File: config.mk
export PLATFORM = sky130hd
export DESIGN_NAME = avst_timing_adapter_gen
export DESIGN_NICKNAME = d
export VERILOG_FILES = /design/src/rtl/avst_ta_pkg.sv /design/src/rtl/avst_ta_fifo.sv /design/src/rtl/avst_timing_adapter_gen.sv
export SDC_FILE = /design/constraint.sdc
export NUM_CORES = 1
export LEC_CHECK = 0
export BUFFER_PORTS_ARGS = -buffer_cell sky130_fd_sc_hd__buf_2
export CAP_MARGIN = 20
export CORE_UTILIZATION = 55
export DETAILED_ROUTE_END_ITERATION = 12
export GPL_TIMING_DRIVEN = 0
export HOLD_SLACK_MARGIN = 0.12
export PLACE_DENSITY = 0.83
export SYNTH_ARGS = -nofsm -noshare
export SYNTH_HDL_FRONTEND = slang
export SYNTH_SLANG_ARGS = --single-unit
File: constraint.sdc
create_clock -name clk -period 8.35 [get_ports clk]
set_input_delay 1.2525 -clock clk [delete_from_list [all_inputs] [get_ports clk]]
set_output_delay 1.2525 -clock clk [all_outputs]
set_load 0.05 [all_outputs]
File: src/rtl/avst_ta_pkg.sv
// Shared sizing helpers and limits for the Avalon-ST timing adapter.
// Used by avst_ta_fifo and avst_timing_adapter_gen.
package avst_ta_pkg;

  localparam int MAX_READY_LATENCY = 3;

  function automatic int payload_w(
    input int data_w,
    input int channel_w,
    input int error_w
  );
    return data_w + channel_w + error_w + 2;
  endfunction

  function automatic int fill_w(input int depth);
    return $clog2(depth + 1);
  endfunction

  function automatic bit cfg_ok(
    input int depth,
    input int latency
  );
    bit pow2;
    pow2 = (depth > 0) && ((depth & (depth - 1)) == 0);
    return pow2 &&
           (latency >= 0) &&
           (latency <= MAX_READY_LATENCY) &&
           (depth >= latency + 2);
  endfunction

endpackage

File: src/rtl/avst_ta_fifo.sv
// Generic first-word-fall-through synchronous FIFO.
// The head entry is visible on rd_data whenever empty is low.
module avst_ta_fifo
  import avst_ta_pkg::*;
#(
  parameter int WIDTH = 8,
  parameter int DEPTH = 8
) (
  input  logic                      clk,
  input  logic                      reset_n,
  input  logic                      push,
  input  logic                      pop,
  input  logic [WIDTH-1:0]          wr_data,
  output logic [WIDTH-1:0]          rd_data,
  output logic [fill_w(DEPTH)-1:0]  count,
  output logic                      full,
  output logic                      empty
);

  localparam int AW = $clog2(DEPTH);
  localparam int FW = fill_w(DEPTH);

  logic [WIDTH-1:0] mem [DEPTH];
  logic [AW-1:0]    wr_ptr;
  logic [AW-1:0]    rd_ptr;
  logic [FW-1:0]    cnt;
  logic             do_push;
  logic             do_pop;

  // A push at full is only legal when the head leaves in the same cycle.
  always_comb begin
    do_pop  = pop & ~empty;
    do_push = push & (~full | do_pop);
  end

  // Storage array; contents need no reset since cnt gates visibility.
  always_ff @(posedge clk) begin
    if (do_push) begin
      mem[wr_ptr] <= wr_data;
    end
  end

  // Pointers wrap naturally because DEPTH is a power of two.
  always_ff @(posedge clk or negedge reset_n) begin
    if (!reset_n) begin
      wr_ptr <= '0;
      rd_ptr <= '0;
    end else begin
      if (do_push) wr_ptr <= wr_ptr + 1'b1;
      if (do_pop)  rd_ptr <= rd_ptr + 1'b1;
    end
  end

  // Occupancy counter, unchanged on simultaneous push and pop.
  always_ff @(posedge clk or negedge reset_n) begin
    if (!reset_n) begin
      cnt <= '0;
    end else begin
      unique case ({do_push, do_pop})
        2'b10:   cnt <= cnt + 1'b1;
        2'b01:   cnt <= cnt - 1'b1;
        default: cnt <= cnt;
      endcase
    end
  end

  assign full    = (cnt == FW'(DEPTH));
  assign empty   = (cnt == '0);
  assign count   = cnt;
  assign rd_data = mem[rd_ptr];

endmodule

File: src/rtl/avst_timing_adapter_gen.sv
// Avalon-ST timing adapter: source ready latency N to sink latency 0.
// Optional overflow flag and drop counter: AVST_TA_OVERFLOW_DETECT_EN.
module avst_timing_adapter_gen
  import avst_ta_pkg::*;
#(
  parameter int DATA_W           = 32,
  parameter int CHANNEL_W        = 2,
  parameter int ERROR_W          = 6,
  parameter int DEPTH            = 8,
  parameter int IN_READY_LATENCY = 0
) (
  input  logic                                  clk,
  input  logic                                  reset_n,
  output logic                                  in_ready,
  input  logic                                  in_valid,
  input  logic [DATA_W-1:0]                     in_data,
  input  logic [(CHANNEL_W>0?CHANNEL_W:1)-1:0]  in_channel,
  input  logic [(ERROR_W>0?ERROR_W:1)-1:0]      in_error,
  input  logic                                  in_startofpacket,
  input  logic                                  in_endofpacket,
  input  logic                                  out_ready,
  output logic                                  out_valid,
  output logic [DATA_W-1:0]                     out_data,
  output logic [(CHANNEL_W>0?CHANNEL_W:1)-1:0]  out_channel,
  output logic [(ERROR_W>0?ERROR_W:1)-1:0]      out_error,
  output logic                                  out_startofpacket,
  output logic                                  out_endofpacket,
  output logic [fill_w(DEPTH)-1:0]              fill_level,
  output logic                                  overflow,
  input  logic                                  overflow_clr
);

  localparam int PW = payload_w(DATA_W, CHANNEL_W, ERROR_W);
  localparam int FW = fill_w(DEPTH);
  localparam logic [FW-1:0] RDY_THR =
    FW'(DEPTH - IN_READY_LATENCY);

  if (!cfg_ok(DEPTH, IN_READY_LATENCY) ||
      DATA_W < 1 || DATA_W > 512 ||
      CHANNEL_W < 0 || ERROR_W < 0) begin : g_bad_cfg
    $error("avst_timing_adapter_gen: bad parameters");
  end

  logic [PW-1:0] wr_pl;
  logic [PW-1:0] rd_pl;
  logic          pop;
  logic          full;
  logic          empty;

  // Pack {data, channel, error, sop, eop}; absent fields take no bits.
  if (CHANNEL_W > 0 && ERROR_W > 0) begin : g_pack_ce
    assign wr_pl = {in_data, in_channel, in_error,
                    in_startofpacket, in_endofpacket};
  end else if (CHANNEL_W > 0) begin : g_pack_c
    assign wr_pl = {in_data, in_channel,
                    in_startofpacket, in_endofpacket};
  end else if (ERROR_W > 0) begin : g_pack_e
    assign wr_pl = {in_data, in_error,
                    in_startofpacket, in_endofpacket};
  end else begin : g_pack_d
    assign wr_pl = {in_data,
                    in_startofpacket, in_endofpacket};
  end

  assign pop = out_valid & out_ready;

  avst_ta_fifo #(
    .WIDTH (PW),
    .DEPTH (DEPTH)
  ) u_fifo (
    .clk     (clk),
    .reset_n (reset_n),
    .push    (in_valid),
    .pop     (pop),
    .wr_data (wr_pl),
    .rd_data (rd_pl),
    .count   (fill_level),
    .full    (full),
    .empty   (empty)
  );

  // Threshold leaves room for beats still in flight from the source.
  assign in_ready  = (fill_level < RDY_THR);
  assign out_valid = ~empty;

  // Unpack the head entry onto the sink side.
  assign out_data          = rd_pl[PW-1 -: DATA_W];
  assign out_startofpacket = rd_pl[1];
  assign out_endofpacket   = rd_pl[0];

  if (CHANNEL_W > 0) begin : g_ch
    assign out_channel = rd_pl[CHANNEL_W+ERROR_W+1 -: CHANNEL_W];
  end else begin : g_no_ch
    assign out_channel = '0;
  end

  if (ERROR_W > 0) begin : g_err
    assign out_error = rd_pl[ERROR_W+1 -: ERROR_W];
  end else begin : g_no_err
    assign out_error = '0;
  end

`ifdef AVST_TA_OVERFLOW_DETECT_EN
  logic        drop;
  logic        ovf_q;
  logic [15:0] drop_cnt;

  assign drop = in_valid & full & ~pop;

  // Sticky flag; a same-cycle drop wins over the clear.
  always_ff @(posedge clk or negedge reset_n) begin
    if (!reset_n) begin
      ovf_q <= 1'b0;
    end else if (drop) begin
      ovf_q <= 1'b1;
    end else if (overflow_clr) begin
      ovf_q <= 1'b0;
    end
  end

  // Saturating count of dropped beats, for debug visibility.
  always_ff @(posedge clk or negedge reset_n) begin
    if (!reset_n) begin
      drop_cnt <= '0;
    end else if (drop) begin
      if (overflow_clr) begin
        drop_cnt <= 16'd1;
      end else if (drop_cnt != 16'hFFFF) begin
        drop_cnt <= drop_cnt + 16'd1;
      end
    end else if (overflow_clr) begin
      drop_cnt <= '0;
    end
  end

  assign overflow = ovf_q;
`else
  logic unused_ovf_clr;

  assign unused_ovf_clr = overflow_clr;
  assign overflow       = 1'b0;
`endif

endmodule

==> impl_metrics.json <==
{
  "status": "finished clean",
  "worstMarginPinSlew_ns": 0.9966,
  "power_leakage_nw": 5.179,
  "critPathMaxFanout": 10,
  "setup_slack_ns": 4.408,
  "yosys.area.top_type": "edfxtp_1",
  "die_w_um": 157.6,
  "multi_input_area_um2": 2823,
  "max_cap_violations": 0,
  "start_kind": "register",
  "relSlewSlack": 0.3320,
  "synthArstFlopShare": 0.02890,
  "grt_setup_unrepaired": "no",
  "syn_area_per_cell_um2": 24.11,
  "crit_family": "buffers and inverters",
  "ir_drop_uv": 307.4,
  "synth_nets": 604,
  "grt_max_degree": 26,
  "dieArea_um2": 24830,
  "whs_ns": 0.5464,
  "drc": 0,
  "finalMaxSlewViolations": 0,
  "overflow": 0,
  "routed_wirelength_mm": 26.48,
  "cts.path.max_buffers": 3,
  "mostFrequentLayoutCell": "edfxtp_1",
  "yosysUniqueCellTypes": 37,
  "dp_slack_ns": 4.570,
  "intPower_mw": 3.918,
  "ant_nets": 0,
  "setup_violations": 0,
  "fin_nets": 749,
  "p_per_area_nw_per_um2": 392.7,
  "reg2reg_from": "u_fifo.count[1]",
  "cts_tree": "built",
  "netlist_top_cells_area": "edfxtp_1, mux4_2, mux2_2, mux4_1, dfrtp_1",
  "dp_hpwl_mm": 15.72,
  "vias_per_cell": 5.991,
  "fin_crit_ns": 3.942,
  "fin_cells": 1041,
  "portBuffers": 92,
  "min_from": "u_fifo.wr_ptr[0]",
  "p_comb_frac": 0.386,
  "pwr-share-clk": 0.242,
  "grt_pass1_vias": 6452,
  "rows": 56,
  "worst_ep_required_time_ns": 7.10,
  "worstPathArrival_ns": 2.69,
  "cts_buffers": 35,
  "synth_top_area_share": 0.7580,
  "synth.ff_latch_count": 346,
  "switchingPower_mw": 2.185,
  "crit_chain": "clkbuf_1 -> buf_2 -> mux4_2 -> mux2_2 -> buf_2",
  "cts.sinks": 346,
  "power_mw": 6.103,
  "fin_skew_ns": 0.01006,
  "syn_to_final_growth_pct": 16.78,
  "via_count": 6237,
  "worstHoldPathType": "reg -> reg",
  "nFillCells": 1488,
  "wl_per_cell_um": 25.44,
  "slowest_delay_ns": 0.46,
  "gp_congestion": 0.7150,
  "grt_antenna_before_repair": 1,
  "fmax_mhz": 253.7,
  "synth_area_um2": 13310,
  "grt_pass1_wl_mm": 39.81,
  "cp_slowest_cell": "clkbuf_1",
  "netlist_instances": 552,
  "pwr-share-seq": 0.372,
  "ys_warn_count": 0,
  "path_class": "reg -> out",
  "core_area_um2": 23610,
  "grtUsageTotal": 0.2267,
  "io_pins": 96,
  "drt-initial-drc-count": 442,
  "cpMostUsedCell": "buf_2",
  "end_kind": "primary output",
  "insertion_delay_ns": 0.50,
  "ys_seq_area_frac": 0.7768,
  "layout-drive-gt1-share": 0.4036,
  "finalCritPeriodShare": 0.4721,
  "cts_root_buf": "clkbuf_16",
  "layout_common_cells": "edfxtp_1, buf_2, mux4_2",
  "hold_violations": 0,
  "swShare": 0.3580,
  "cts_resized": 0,
  "die_y_um": 157.6,
  "cts_hold_buffers": 0,
  "synth-main-ff-cell": "edfxtp_1",
  "dp.cells": 979,
  "dr.pass1.iters": 5,
  "post_cts_buffers": 0,
  "crit_start": "u_fifo.rd_ptr[1]",
  "start_util": 0.5637,
  "synth_edf_count": 336,
  "h-tree-depth": 2,
  "cp.buffers_inverters": 3,
  "clkSlewWorstSetupHoldPaths_ns": 0.06,
  "regArea_um2": 10340
}
==> layer usage <==
layer	wire length (um)	vias up	GRT usage
li1	-	2631	-
met1	10510	3262	0.3045
met4	578	0	0.06981
met2	13550	298	0.3824
met5	0	-	0
met3	1853	46	0.03910
==> sequential cells by signal (all words and copies together), names as in the netlist <==
register	flops
u_fifo.mem	336
u_fifo.count	4
u_fifo.rd_ptr	3
u_fifo.wr_ptr	3
==> per-stage QoR <==
step / utilization / area, um^2 / TNS [ns]
2_1_floorplan: - / 13310 / 0
3_3_place_gp: 0.6001 / 14170 / -0.6103
3_5_place_dp: 0.6128 / 14470 / 0
4_1_cts: 0.6582 / 15540 / 0
5_1_grt: 0.6582 / 15540 / 0
6_report: 0.6583 / 15540 / 0
==> synthesized netlist by cell type, types with 7 or more instances <==
cell      number
buf_2          8
mux4_2        72
dfrtp_1       10
nor2_1         7
mux2_2        43
edfxtp_1     336
clkbuf_1      11
mux4_1        12
==> kinds of logic (layout without fill, tap and decap cells) <==
logic type               count (synthesis)  after routing  share of synthesized area
multiplexers                           130            130                     0.1843
flip-flops                             346            346                     0.7768
XOR/XNOR                                 7              7                   0.004606
AND/OR/NAND/NOR                         22             22                   0.007990
buffers and inverters                   32            201                    0.01523
other                                    1              2                  0.0002817
adder cells (fa/ha/maj)                  5              5                   0.005264
AO/OA/AOI/OAI                            9              9                   0.005453
==> final timing paths <==
kind / to / slack [ns] / depth (start not counted)
max in group asynchronous: u_fifo.count[0] / 7.53 / 1
worst max register to register: u_fifo.mem[0][3] / 5.43 / 7
worst min register to register: u_fifo.wr_ptr[0] / 0.55 / 1
min in group asynchronous: u_fifo.rd_ptr[2] / 0.61 / 1
worst max-delay path: out_data[5] / 4.41 / 5
worst min-delay path: u_fifo.wr_ptr[0] / 0.55 / 1
==> power groups by stage <==
| stage | Combinational (mW) | Sequential [mW] | Clock (mW) |
|---|---|---|---|
| after floorplan | 1.74 | 2.32 | 0 |
| after global placement | 2.26 | 2.31 | 0 |
| after detailed placement | 2.37 | 2.30 | 0 |
| after CTS | 2.39 | 2.27 | 1.49 |
| after global routing | 2.49 | 2.29 | 1.56 |
| final | 2.36 | 2.27 | 1.48 |
==> layout make-up <==
class                   count  share of cell area
clock buffers              53             0.06343
plain buffers              27             0.01183
flip-flops and latches    346              0.6652
multi-input cells         174              0.1816
inverters                   5            0.001207
well taps                 319             0.02568
clock inverters             8            0.005554
repair buffers            108             0.04532
diodes                      1           0.0001610
Power figures use the tool's default switching activity.
